<file path="config.mk">
export PLATFORM = sky130hd
export DESIGN_NAME = baccarat_ctrl
export DESIGN_NICKNAME = d
export VERILOG_FILES = /design/src/rtl/baccarat_pkg.sv /design/src/rtl/baccarat_draw_rules.sv /design/src/rtl/baccarat_ctrl.sv
export SDC_FILE = /design/constraint.sdc
export NUM_CORES = 1
export LEC_CHECK = 0
export CAP_MARGIN = 20
export CORE_AREA = 2 2 39 41
export DETAILED_ROUTE_END_ITERATION = 6
export DIE_AREA = 0 0 41 43
export PLACE_DENSITY_LB_ADDON = 0.2
export SYNTH_ARGS = -nofsm -noshare
export SYNTH_HDL_FRONTEND = slang
export SYNTH_SLANG_ARGS = --single-unit
</file>
<file path="constraint.sdc">
create_clock -name slow_clock -period 2.4 [get_ports slow_clock]
set_input_delay 0.48 -clock slow_clock [delete_from_list [all_inputs] [get_ports slow_clock]]
set_output_delay 0.48 -clock slow_clock [all_outputs]
set_load 0.1 [all_outputs]
</file>
<file path="src/rtl/baccarat_pkg.sv">
// Shared types and constants for the baccarat hand controller.
// The state encoding and the score thresholds live here so the FSM and the draw rules agree.
package baccarat_pkg;

    typedef enum logic [3:0] {
        IDLE,
        DEAL_P1,
        DEAL_D1,
        DEAL_P2,
        DEAL_D2,
        EVAL1,
        DEAL_P3,
        EVAL2,
        DEAL_D3,
        RESULT,
        DONE
    } state_t;

    localparam logic [3:0] NATURAL_MIN     = 4'd8;
    localparam logic [3:0] PLAYER_DRAW_MAX = 4'd5;
    localparam logic [3:0] BANKER_DRAW_MAX = 4'd5;
    localparam logic [3:0] SCORE_MAX       = 4'd9;

    // Codes 10..15 never come from the datapath; they must not count as a natural.
    function automatic logic is_natural(input logic [3:0] score);
        return (score >= NATURAL_MIN) && (score <= SCORE_MAX);
    endfunction

endpackage

</file>
<file path="src/rtl/baccarat_draw_rules.sv">
// Banker third-card rule, applied after the player has drawn a third card.
// Purely combinational: decides from the banker's two-card score and the player's third card.
module baccarat_draw_rules
    import baccarat_pkg::*;
(
    input  logic [3:0] dscore,
    input  logic [3:0] pcard3,
    output logic       banker_draw
);

    always_comb begin
        banker_draw = 1'b0;
        case (dscore)
            4'd0, 4'd1, 4'd2: banker_draw = 1'b1;
            4'd3:             banker_draw = (pcard3 != 4'd8);
            4'd4:             banker_draw = (pcard3 >= 4'd2) && (pcard3 <= 4'd7);
            4'd5:             banker_draw = (pcard3 >= 4'd4) && (pcard3 <= 4'd7);
            4'd6:             banker_draw = (pcard3 == 4'd6) || (pcard3 == 4'd7);
            // 7 and any out-of-range value stand
            default:          banker_draw = 1'b0;
        endcase
    end

endmodule

</file>
<file path="src/rtl/baccarat_ctrl.sv">
// Baccarat deal sequencer: strobes one card load per slow_clock cycle, applies the
// third-card rules, and latches the win lights when the hand is settled.
module baccarat_ctrl
    import baccarat_pkg::*;
(
    input  logic       slow_clock,
    input  logic       resetb,
    input  logic [3:0] pscore,
    input  logic [3:0] dscore,
    input  logic [3:0] pcard3,
    output logic       load_pcard1,
    output logic       load_pcard2,
    output logic       load_pcard3,
    output logic       load_dcard1,
    output logic       load_dcard2,
    output logic       load_dcard3,
    output logic       player_win_light,
    output logic       dealer_win_light
);

    state_t state_reg;
    state_t state_next;
    logic   player_win_reg;
    logic   dealer_win_reg;
    logic   banker_draw;

    baccarat_draw_rules u_draw_rules (
        .dscore      (dscore),
        .pcard3      (pcard3),
        .banker_draw (banker_draw)
    );

    // Lights are only ever written on the RESULT->DONE edge; DONE is terminal, so they hold.
    always_ff @(posedge slow_clock or negedge resetb) begin
        if (!resetb) begin
            state_reg      <= IDLE;
            player_win_reg <= 1'b0;
            dealer_win_reg <= 1'b0;
        end else begin
            state_reg <= state_next;
            if (state_reg == RESULT) begin
                player_win_reg <= (pscore >= dscore);
                dealer_win_reg <= (pscore <= dscore);
            end
        end
    end

    always_comb begin
        state_next  = state_reg;
        load_pcard1 = 1'b0;
        load_pcard2 = 1'b0;
        load_pcard3 = 1'b0;
        load_dcard1 = 1'b0;
        load_dcard2 = 1'b0;
        load_dcard3 = 1'b0;
        case (state_reg)
            IDLE:    state_next = DEAL_P1;
            DEAL_P1: begin load_pcard1 = 1'b1; state_next = DEAL_D1; end
            DEAL_D1: begin load_dcard1 = 1'b1; state_next = DEAL_P2; end
            DEAL_P2: begin load_pcard2 = 1'b1; state_next = DEAL_D2; end
            DEAL_D2: begin load_dcard2 = 1'b1; state_next = EVAL1;   end
            EVAL1: begin
                if (is_natural(pscore) || is_natural(dscore))
                    state_next = RESULT;
                else if (pscore <= PLAYER_DRAW_MAX)
                    state_next = DEAL_P3;
                else if (dscore <= BANKER_DRAW_MAX)
                    state_next = DEAL_D3;
                else
                    state_next = RESULT;
            end
            DEAL_P3: begin load_pcard3 = 1'b1; state_next = EVAL2; end
            EVAL2:   state_next = banker_draw ? DEAL_D3 : RESULT;
            DEAL_D3: begin load_dcard3 = 1'b1; state_next = RESULT; end
            RESULT:  state_next = DONE;
            DONE:    state_next = DONE;
            default: state_next = IDLE;
        endcase
    end

    assign player_win_light = player_win_reg;
    assign dealer_win_light = dealer_win_reg;

endmodule
</file>
== Word level (Yosys, flattened, before mapping) ==
Index checks and enable logic that the tools add are counted.
Word-level totals
  memory bits (writable): 0
  latch bits: 0
  bits in registers: 6
  word-level logic and storage cells: 55
  bits in read-only memories: 0
  memories: 0
  output and inout port bits: 8
  bits of input ports: 14
Cells by class
  equal/unequal tests: 19
  multiply operators: 0
  multiplexer cells: 12
  order comparisons: 11
  shifts and indexed selects: 0
  div/mod/pow operators: 0
  bitwise gates (word level): 0
  reductions and logical operators: 10
  $add $sub $neg: 0
Operators by type and width (count)
  case mux 4 bit (10 select lines): 1
  == test 4 x 3 -> 1 bit, second input constant: 9
  == test 4 x 2 -> 1 bit, second input constant: 4
  == test 4 bit, second input constant: 3
  less-or-equal comparator 4 x 3 -> 1 bit, second input constant: 3
  == test 4 x 1 -> 1 bit, second input constant: 2
  >= comparator 4 bit, second input constant: 2
  less-or-equal comparator 4 bit, second input constant: 2
  logical NOT 4 bit: 2
  two-way mux 1 bit: 8
  two-way mux 4 bit: 2
  case mux 1 bit (5 select lines): 1
  >= comparator 4 x 2 -> 1 bit, second input constant: 1
  >= comparator 4 x 3 -> 1 bit, second input constant: 1
  >= comparator 4 bit: 1
  less-or-equal comparator 4 bit: 1
  logical AND 1 bit: 4
  inequality test 4 bit, second input constant: 1
  OR reduction 3 bit: 1
  logical OR 1 bit: 2
  OR reduction 2 bit: 1

== Logic depth before layout (Yosys ltp) ==
Gate-level depths: netlist of the first run.
  word-level depth: 5
  gate-level depth with buffers: 6
  gate-level depth less buffers: 6

== Hierarchy ==
Synthesis of the first run repeated with hierarchy kept, for this count alone.
Unflattened totals
  cell total of the unflattened synthesis: 64
  area, all modules: 515.5 um^2
By module, submodules not included
  baccarat_ctrl: sequential area each 150.1 um^2, cells an instance 57, instances 1, area each 467.9 um^2
  baccarat_draw_rules: sequential area each 0.0 um^2, cells an instance 7, instances 1, area each 47.5 um^2

== Worst setup path after synthesis of the first run ==
OpenSTA, ideal clock, no wires.
  path kind: flip-flop to output port
  from: reg state_reg[0]
  to: out load_dcard1
  data arrival time: 2.686 ns
  required time: 1.920 ns
  path buffers: 1
  setup slack: -0.766 ns
  stages on the path, launching flop included: 4
  cell sequence: dfrtp_1 > clkbuf_2 > nand2b_1 > nor3_1
On the way
  cells in the longest elaborated chain, start to end: 2
RTL lines
  start, declared: line baccarat_ctrl.sv:21  | state_t state_reg;
  start signal, assigned: line baccarat_ctrl.sv:40  | state_reg <= state_next;
  == test 4 x 2 -> 1 bit: line baccarat_ctrl.sv:56  | case (state_reg)
  two-way mux 1 bit: line baccarat_ctrl.sv:56
  end, declared: line baccarat_ctrl.sv:14  | output logic load_dcard1,
No other way between the ends.

== Final worst setup path of the first run ==
  from: reg state_reg[3]
  to: out load_dcard2
On the way
  cells in the longest elaborated chain, start to end: 2
RTL lines
  == test 4 x 3 -> 1 bit: line baccarat_ctrl.sv:56
  two-way mux 1 bit: line baccarat_ctrl.sv:56
  end, declared: line baccarat_ctrl.sv:15  | output logic load_dcard2,
No other way between the ends.

==> impl.org, run 1 <==
** Finish
- After routing the design area is 788 sq um.
- Antenna diodes :: 0
- Fillers :: 134
- The net count of the finished layout is 102.
- Area grow syn2layout :: 58.7%
- Final cell count without fillers :: 98
- In the final layout, the share of cells above drive strength 1 is 0.159.
- The register with the most flip-flops in the layout has 4 of them.

** Synthesis
- Top_reg_cell synth :: sky130_fd_sc_hd__dfrtp_1
- Summing every instance area after synthesis gives 497 sq um.
- For this run, the number of Yosys warnings is 0.
- For this run, asynchronously set or reset flops after synthesis account for 1.00.
- Most frequently used cell type in the post-synthesis netlist :: sky130_fd_sc_hd__inv_1
- Most used standard cells in the synthesized netlist :: 8 x sky130_fd_sc_hd__inv_1, 6 x sky130_fd_sc_hd__dfrtp_1, 5 x sky130_fd_sc_hd__a21oi_1, 5 x sky130_fd_sc_hd__nor2_1, 5 x sky130_fd_sc_hd__nor3_1
- Post-Synthesis Mean Instance Area :: 8.28 sq um
- Counting every instance in the synthesized netlist gives 60.
- Counting flops with a built-in enable in the synthesized netlist gives 0.
- Counting flops and latches in the post-synthesis netlist gives 6.
- Sequential element share of the synthesized area :: 0.302
- Syn Nets :: 78
- Distinct cell type count after synthesis :: 26
- sky130_fd_sc_hd__dfrtp_1 takes more of the synthesized area than any other cell.
- The share of synthesized area in the top cell type comes to 0.302.
- By area the synthesized netlist is led by sky130_fd_sc_hd__dfrtp_1 30%, sky130_fd_sc_hd__ha_1 10%, sky130_fd_sc_hd__inv_1 6.0%, sky130_fd_sc_hd__a21oi_1 5.0%, sky130_fd_sc_hd__nand2b_1 5.0%.

** STA
- Setup violations remaining at the end of the flow were counted as 0.
- The tightest hold path in the finished design has a slack of 476 ps.
- Count of final hold-check violations :: 0
- Setup repair after global routing left no endpoint under its margin.
- Slew headroom :: 0.711
- Counting I/O delays and the setup requirement, the final critical path takes 1960 ps.
- Final critical-path share of the clock period :: 0.819
- Slew Limit Fails :: 0
- At the pin with the least slew margin, the transition time is 430 ps.
- In the final timing run, aggregate negative setup slack is 0 ps.
- Static timing analysis puts the maximum clock frequency at 509 MHz.
- Across the routed clock network, the largest skew measured is 4.43 ps.

** Critical path
- On the critical path, the stage with the largest delay is an instance of sky130_fd_sc_hd__dfrtp_1.
- In this run the worst path has a maximum fanout of 8.
- The critical path goes through nand2b_1 -> nor3_1 -> buf_12.
- Tracing the worst setup path back leads to its startpoint at state_reg[3]$_DFF_PN0_.
- The startpoint identified for the worst register-to-register timing path is state_reg[2]$_DFF_PN0_.
- For this run, the slowest stage of the critical path takes 450 ps.
- CP Data Arrival Time :: 1480 ps
- Family with the most delay on the worst path :: simple AND/OR/NAND/NOR gates
- STA classifies the critical path endpoint as a primary output.
- Type of the worst setup path :: flip-flop to primary output
- STA classifies the critical path startpoint as a flip-flop.
- CP required :: 1920 ps
- Together, buffers and inverters on the worst path number 1.

** Detailed routing
- DRT Pass-1 Iters :: 4
- In this run the remaining antenna-violating nets after routing total 0.
- The final layout contains routed wiring with a total length of 1.10 mm.
- Routed wire per std cell :: 11.2 microns
- In the routed layout, each cell is associated on average with a via count of 5.38.
- For this block, the initial DRC count from the detailed router was 4.
- Count of vias placed by the detailed router :: 527
- Final routed DRC violation total :: 0

** Pwr
- Internal power of the cells :: 470 uW
- In this run the static leakage power is 0.340 nW.
- Switching power as a share of total power :: 0.567
- Switching Power :: 617 uW
- Max VDD drop :: 521 uV
- Power Density :: 1380 nW/um^2
- The share of total power dissipated in sequential elements is 0.209.
- Total power for the finished layout comes to 1.09 mW.
- Of the total power, combinational logic draws 0.709.
- The share of total power dissipated in the clock network is 0.082.

** Placed design
- Final Wtd Congestion :: 0.789
- The placed instances occupy a cell area of 766 sq um.
- Summed over all nets, the half-perimeter wirelength after detailed placement is 918 microns.
- Port bufs :: 21
- Number of placed instances, taps included :: 95

** Job
- Max-cap viol count :: 0

** Global route
- Residual overflow from global routing :: 0
- Vias in the first global route :: 499
- The initial antenna violation count was 0.
- For this run, the total global-route usage over all layers was measured as 0.166.
- The first global-routing pass estimated 2.04 mm of wire.
- Entering global routing, the biggest net connects 10 pins.

** Clocking
- Buffers inserted by post-CTS timing repair :: 0
- Clock tree from TritonCTS :: built
- After clock tree synthesis, the flow added hold-fix buffers numbering 0.
- Counting along the longest clock path gives a buffer depth of 2.
- Cell chosen for the clock root :: sky130_fd_sc_hd__clkbuf_4
- CTS built an H-tree with a depth of 1.
- At the later pin of the worst-skew pair, clock insertion delay measures 240 ps.
- The number of gates resized after CTS was 0.
- Number of sinks on the clock net :: 6
- Clock transition time at the flip-flop clock pins of the worst setup and hold paths :: 40 ps
- Total CTS buffers :: 3

** Run status
- Run status :: completed

** Floorplanning
- Die height :: 43 microns
- Std-Cell Core Area :: 1380 sq um
- The floorplan has 14 rows.
- In this run the count of I/O pins placed on the die edge is 22.
- The floorplan step set the die width to 41 microns.
- The floorplan step defined a die boundary enclosing 1760 sq um.
- The initial utilization of the core area, before any placement, comes to 0.359.

** Hold path
- In this run the worst hold path is classified as input port to async pin.
-- routing by layer --
| metal | part of all wire | GRT usage |
|---|---|---|
| met3 | 0.045 | 0.0314 |
| met1 | 0.40 | 0.211 |
| met5 | 0 | 0 |
| met2 | 0.54 | 0.256 |
| met4 | 0.012 | 0.0800 |
-- kinds of logic after synthesis --
family | share of synthesized area
AND/OR/NAND/NOR | 0.234
buffers and inverters | 0.0932
AO/OA/AOI/OAI | 0.270
flip-flops | 0.302
adder cells (fa/ha/maj) | 0.101
-- cell usage in the layout (no fill, tap or decap) --
cell	count
sky130_fd_sc_hd__a221oi_1	1
sky130_fd_sc_hd__a31oi_1	1
sky130_fd_sc_hd__nor2_1	5
sky130_fd_sc_hd__nand2b_1	4
sky130_fd_sc_hd__o221ai_2	1
sky130_fd_sc_hd__nor3_1	5
sky130_fd_sc_hd__ha_1	4
sky130_fd_sc_hd__o21ai_0	2
sky130_fd_sc_hd__dfrtp_1	6
sky130_fd_sc_hd__a21bo_2	1
sky130_fd_sc_hd__o311ai_1	1
sky130_fd_sc_hd__or3b_1	1
sky130_fd_sc_hd__a2bb2oi_1	1
sky130_fd_sc_hd__a21oi_1	5
sky130_fd_sc_hd__or2b_1	1
sky130_fd_sc_hd__buf_12	6
sky130_fd_sc_hd__nand2_1	3
sky130_fd_sc_hd__nand4_1	2
sky130_fd_sc_hd__o22ai_1	1
sky130_fd_sc_hd__and2b_1	1
sky130_fd_sc_hd__o22a_1	1
sky130_fd_sc_hd__clkdlybuf4s50_1	13
sky130_fd_sc_hd__buf_4	2
sky130_fd_sc_hd__o31ai_1	1
sky130_fd_sc_hd__a31o_1	1
sky130_fd_sc_hd__inv_1	8
sky130_fd_sc_hd__clkbuf_4	3
sky130_fd_sc_hd__a311o_1	1
-- power groups by stage --
stage	clock, mW	combinational, mW	sequential, mW
after CTS	0.0912	0.774	0.229
after detailed placement	0	0.772	0.230
after global routing	0.0968	0.812	0.239
final	0.0887	0.771	0.228
after global placement	0	0.766	0.227
after floorplan	0	0.464	0.307
-- metrics by stage --
| step | utilization | setup slack (ps) |
|---|---|---|
| after floorplan | - | -766 |
| after global placement | 0.553 | 487 |
| after detailed placement | 0.553 | 471 |
| after CTS | 0.570 | 412 |
| after global routing | 0.570 | 304 |
| final | 0.570 | 436 |
-- layout make-up --
cell class / count / area, sq um / share of cell area
Multi-Input combinational cell: 44 / 300 / 0.381
Timing Repair Buffer: 21 / 265 / 0.337
Sequential cell: 6 / 150 / 0.190
Inverter: 8 / 30.0 / 0.0381
Clock buffer: 3 / 22.5 / 0.0286
Tap cell: 16 / 20.0 / 0.0254
-- worst paths after layout --
path,endpoint,slack (ps),cells after the start
max in group asynchronous,dealer_win_light$_DFFE_PN0N_,1710,1
min,state_reg[0]$_DFF_PN0_,480,1
min in group slow_clock,player_win_light$_DFFE_PN0N_,510,1
min reg2reg,player_win_light$_DFFE_PN0N_,510,1
max reg2reg,player_win_light$_DFFE_PN0N_,1090,4
max,load_dcard2,440,3
Power figures use the tool's default switching activity.
==> run 2: changes to the inputs <==
--- a/config.mk
+++ b/config.mk
@@ -6,9 +6,8 @@
 export NUM_CORES = 1
 export LEC_CHECK = 0
 export CAP_MARGIN = 20
-export CORE_AREA = 2 2 39 41
+export CORE_UTILIZATION = 36
 export DETAILED_ROUTE_END_ITERATION = 6
-export DIE_AREA = 0 0 41 43
 export PLACE_DENSITY_LB_ADDON = 0.2
 export SYNTH_ARGS = -nofsm -noshare
 export SYNTH_HDL_FRONTEND = slang
==> constraint.sdc (replaced) <==
create_clock -name slow_clock -period 1.7 [get_ports slow_clock]
set_input_delay 0.34 -clock slow_clock [delete_from_list [all_inputs] [get_ports slow_clock]]
set_output_delay 0.34 -clock slow_clock [all_outputs]
set_load 0.1 [all_outputs]
==> run 2 against run 1 <==
Net effect: the run now ends with design-rule violations left; flip-flop and latch count unchanged; total power grew 74%; non-clock buffer count is 8 higher; global-route usage grew 3.3 points; combinational power up 85%; critical path depth is the same; die area is 13% lower; routed wire length up 15%; critical endpoint unchanged.
==> impl.org, run 2 (same netlist as run 1, synthesis figures left out) <==
** Clocking
- TritonCTS built the clock tree.
- Hold-fix buffers at CTS :: 0 (unchanged)
- Later-pin clock latency in the skew report :: 240 ps (about the same)
- CTS HTree Levels :: 1 (unchanged)
- Cell chosen for the clock root :: sky130_fd_sc_hd__clkbuf_4
- The TritonCTS buffer count came to 3 (unchanged).
- Clock transition time at the flip-flop clock pins of the worst setup and hold paths :: 50 ps (about the same)
- Maximum number of buffers from clock root to sink :: 2 (unchanged)
- The total number of clock tree sinks was 6 (unchanged).

** Global route
- The via count of the first global-routing pass is 484 (-3.0%).
- The wire length of the first global-routing pass came to 2.04 mm (+0.34%).
- The initial antenna violation count came to 0 (unchanged).
- Residual overflow from global routing :: 0 (unchanged)
- Largest net degree at the start of global routing :: 9 (-1)
- Tot GR Track Use :: 0.199 (+0.0329)

** Finish
- The number of nets in the layout was 110 (+7.8%).
- Commonest non-fill, non-tap cell in the layout :: sky130_fd_sc_hd__clkdlybuf4s50_1
- Fillers :: 95 (-29%)
- The cell area after layout was 970 sq um (+23%).
- Flip-flop count of the largest register after layout :: 4 (unchanged)
- Commonest cells after routing, fill and taps aside :: 13 x sky130_fd_sc_hd__clkdlybuf4s50_1, 9 x sky130_fd_sc_hd__buf_12, 8 x sky130_fd_sc_hd__inv_1, 7 x sky130_fd_sc_hd__buf_4
- From synthesis to final layout, the design area changed by 95.2%.
- The number of antenna diodes came to 0 (unchanged).
- Share of cells above drive strength 1 :: 0.367 (+0.208)
- The final cell utilization of the core was 0.755 (+0.185).

** Pwr
- The power dissipated by switching net loads is 1.02 mW (+65%).
- The sequential fraction of design power was 0.177 (-0.032).
- The power density relative to cell area came to 1950 nW/um^2 (+41%).
- The leakage power came to 0.410 nW (+21%).
- Clock share of power :: 0.067 (-0.015)
- The combinational share of power came to 0.756 (+0.047).
- Internal power of the cells :: 871 uW (+85%)
- The largest voltage drop on the vdd net is 1070 uV (+110%).
- Switching power as a share of total power :: 0.539 (-0.0289)

** Detailed routing
- The vias after detailed routing was 568 (+7.8%).
- The average via count per standard cell came to 5.41 (+0.59%).
- The first-pass iteration count of the detailed router is 6 (+2).
- The count of antenna-violating nets left after detailed routing is 0 (unchanged).
- The post-route DRC violation count came to 2 (+2).
- Routed wire per std cell :: 12.0 microns (+7.3%)
- DRC violation total after the first TritonRoute iteration :: 8 (+4)
- The wire length reported by the detailed router came to 1.26 mm (+15%).

** Placed design
- The total cell area at the placement stage was 908 sq um (+19%).
- HPWL reported at the end of detailed placement :: 1.07 mm (+16%)
- The count of buffers inserted at the top-level ports came to 21 (unchanged).
- The post-placement worst setup slack was -55.6 ps (-526 ps).
- Final Wtd Congestion :: 0.765 (-3.0%)

** STA
- The setup slack after layout was 51.3 ps (-384 ps).
- Maximum clock frequency :: 607 MHz
- Slew Limit Fails :: 0 (unchanged)
- The final sum of negative setup slack was 0 ps (unchanged).
- Subtracting the final worst setup slack from the clock period gives 1650 ps.
- The total setup violations reported at the end of the flow was 0 (unchanged).
- The measured slew at the worst slew-check pin came to 396 ps (-34.1 ps).
- Dividing the final minimum period by the clock period gives 0.970.
- Slew headroom :: 0.734 (+0.0227)
- The hold violation count in the final report was 0 (unchanged).
- The post-route clock skew came to 6.09 ps (+1.66 ps).

** Critical path
- Largest stage delay on the critical path :: 460 ps (about the same)
- Slowest cell on the critical path :: sky130_fd_sc_hd__dfrtp_2
- Type of the worst setup path :: flip-flop to primary output
- CP required :: 1360 ps (-560 ps)
- Critical Path Source Type :: flip-flop
- Worst reg2reg path endpoint :: player_win_light$_DFFE_PN0N_
- Total number of cells along the worst setup path :: 3 (unchanged)
- The worst setup slack for register-to-register paths was 350 ps (-740 ps).
- The kind of cell with the highest combined delay along the critical path is flip-flops.
- Walking the worst path, the cells encountered are buf_4 -> nor3_4 -> buf_12.
- The worst setup path is captured at a primary output.
- Tracing the worst setup path back leads to its startpoint at state_reg[1]$_DFF_PN0_.
- Buf/Inv on CP :: 2 (+1)
- The data arrival time of the critical path is 1310 ps (-170 ps).
- Largest driver fanout on the critical path :: 7 (-1)
- In this run the worst setup path terminates at load_dcard2.
- Reg2Reg Launch Point :: state_reg[1]$_DFF_PN0_
- Cell depth of the worst flop-to-flop path :: 4 (unchanged)

** Run status
- The run finished, with violations left.
- The checks that failed: design-rule violations.

** Floorplanning
- The die outline area was 1530 sq um (-13%).
- Die height :: 39.1 microns (-9.0%)
- Starting density of the core :: 0.387 (+0.0276)
- The number of core rows came to 13 (-1).
- The area of the core is 1280 sq um (-7.1%).
- The die extent in x is 39.1 microns (-4.5%).
- The count of boundary I/O pins came to 22 (unchanged).

** Job
- The number of maximum-capacitance constraint violations is 0 (unchanged).

** Hold path
- Path category of the worst min-delay check :: input port to async pin
run 2: power by group through the flow:
stage / logic (mW) / clock network, mW / registers (mW)
global placement: 1.31 / 0 / 0.360
detailed placement: 1.33 / 0 / 0.366
finish: 1.43 / 0.127 / 0.334
CTS: 1.40 / 0.132 / 0.341
floorplan: 0.802 / 0 / 0.468
global route: 1.49 / 0.142 / 0.351
run 2: what timing repair did:
| item | 4_1_cts | 5_1_grt |
|---|---|---|
| setup endpoints to repair | 1 | 3 |
| resized for setup | 0 | 2 |
| setup buffers | 2 | 1 |
run 2: worst min-delay path by stage:
stage / startpoint / to / cells past startpoint
after CTS: resetb / state_reg[2]$_DFF_PN0_ / 1
after global routing: resetb / state_reg[2]$_DFF_PN0_ / 1
after detailed placement: player_win_light$_DFFE_PN0N_ / player_win_light$_DFFE_PN0N_ / 1
after floorplan: resetb / dealer_win_light$_DFFE_PN0N_ / 0
final: resetb / state_reg[2]$_DFF_PN0_ / 1
after global placement: player_win_light$_DFFE_PN0N_ / player_win_light$_DFFE_PN0N_ / 1
run 2: cell type report:
class	instances	area [sq um]	share of cell area
Multi-Input combinational cell	44	382	0.394
Timing Repair Buffer	29	363	0.374
Sequential cell	6	154	0.159
Inverter	8	30.0	0.0310
Clock buffer	3	22.5	0.0232
Tap cell	15	18.8	0.0194
run 2: per-stage QoR:
| step | cells | power (mW) | hold WS [ps] |
|---|---|---|---|
| 3_5_place_dp | 99 | 1.70 | 580 |
| 2_1_floorplan | 60 | 1.27 | 44.4 |
| 6_report | 105 | 1.89 | 334 |
| 5_1_grt | 105 | 1.98 | 343 |
| 3_3_place_gp | 99 | 1.67 | 560 |
| 4_1_cts | 104 | 1.88 | 332 |
run 2: routing by layer:
metal  up-vias  track usage  share of wire
met1       269        0.225           0.40
met4         0       0.0517              0
li1        279            -              -
met3         0       0.0520          0.039
met2        20        0.363           0.57
met5         -            0              0
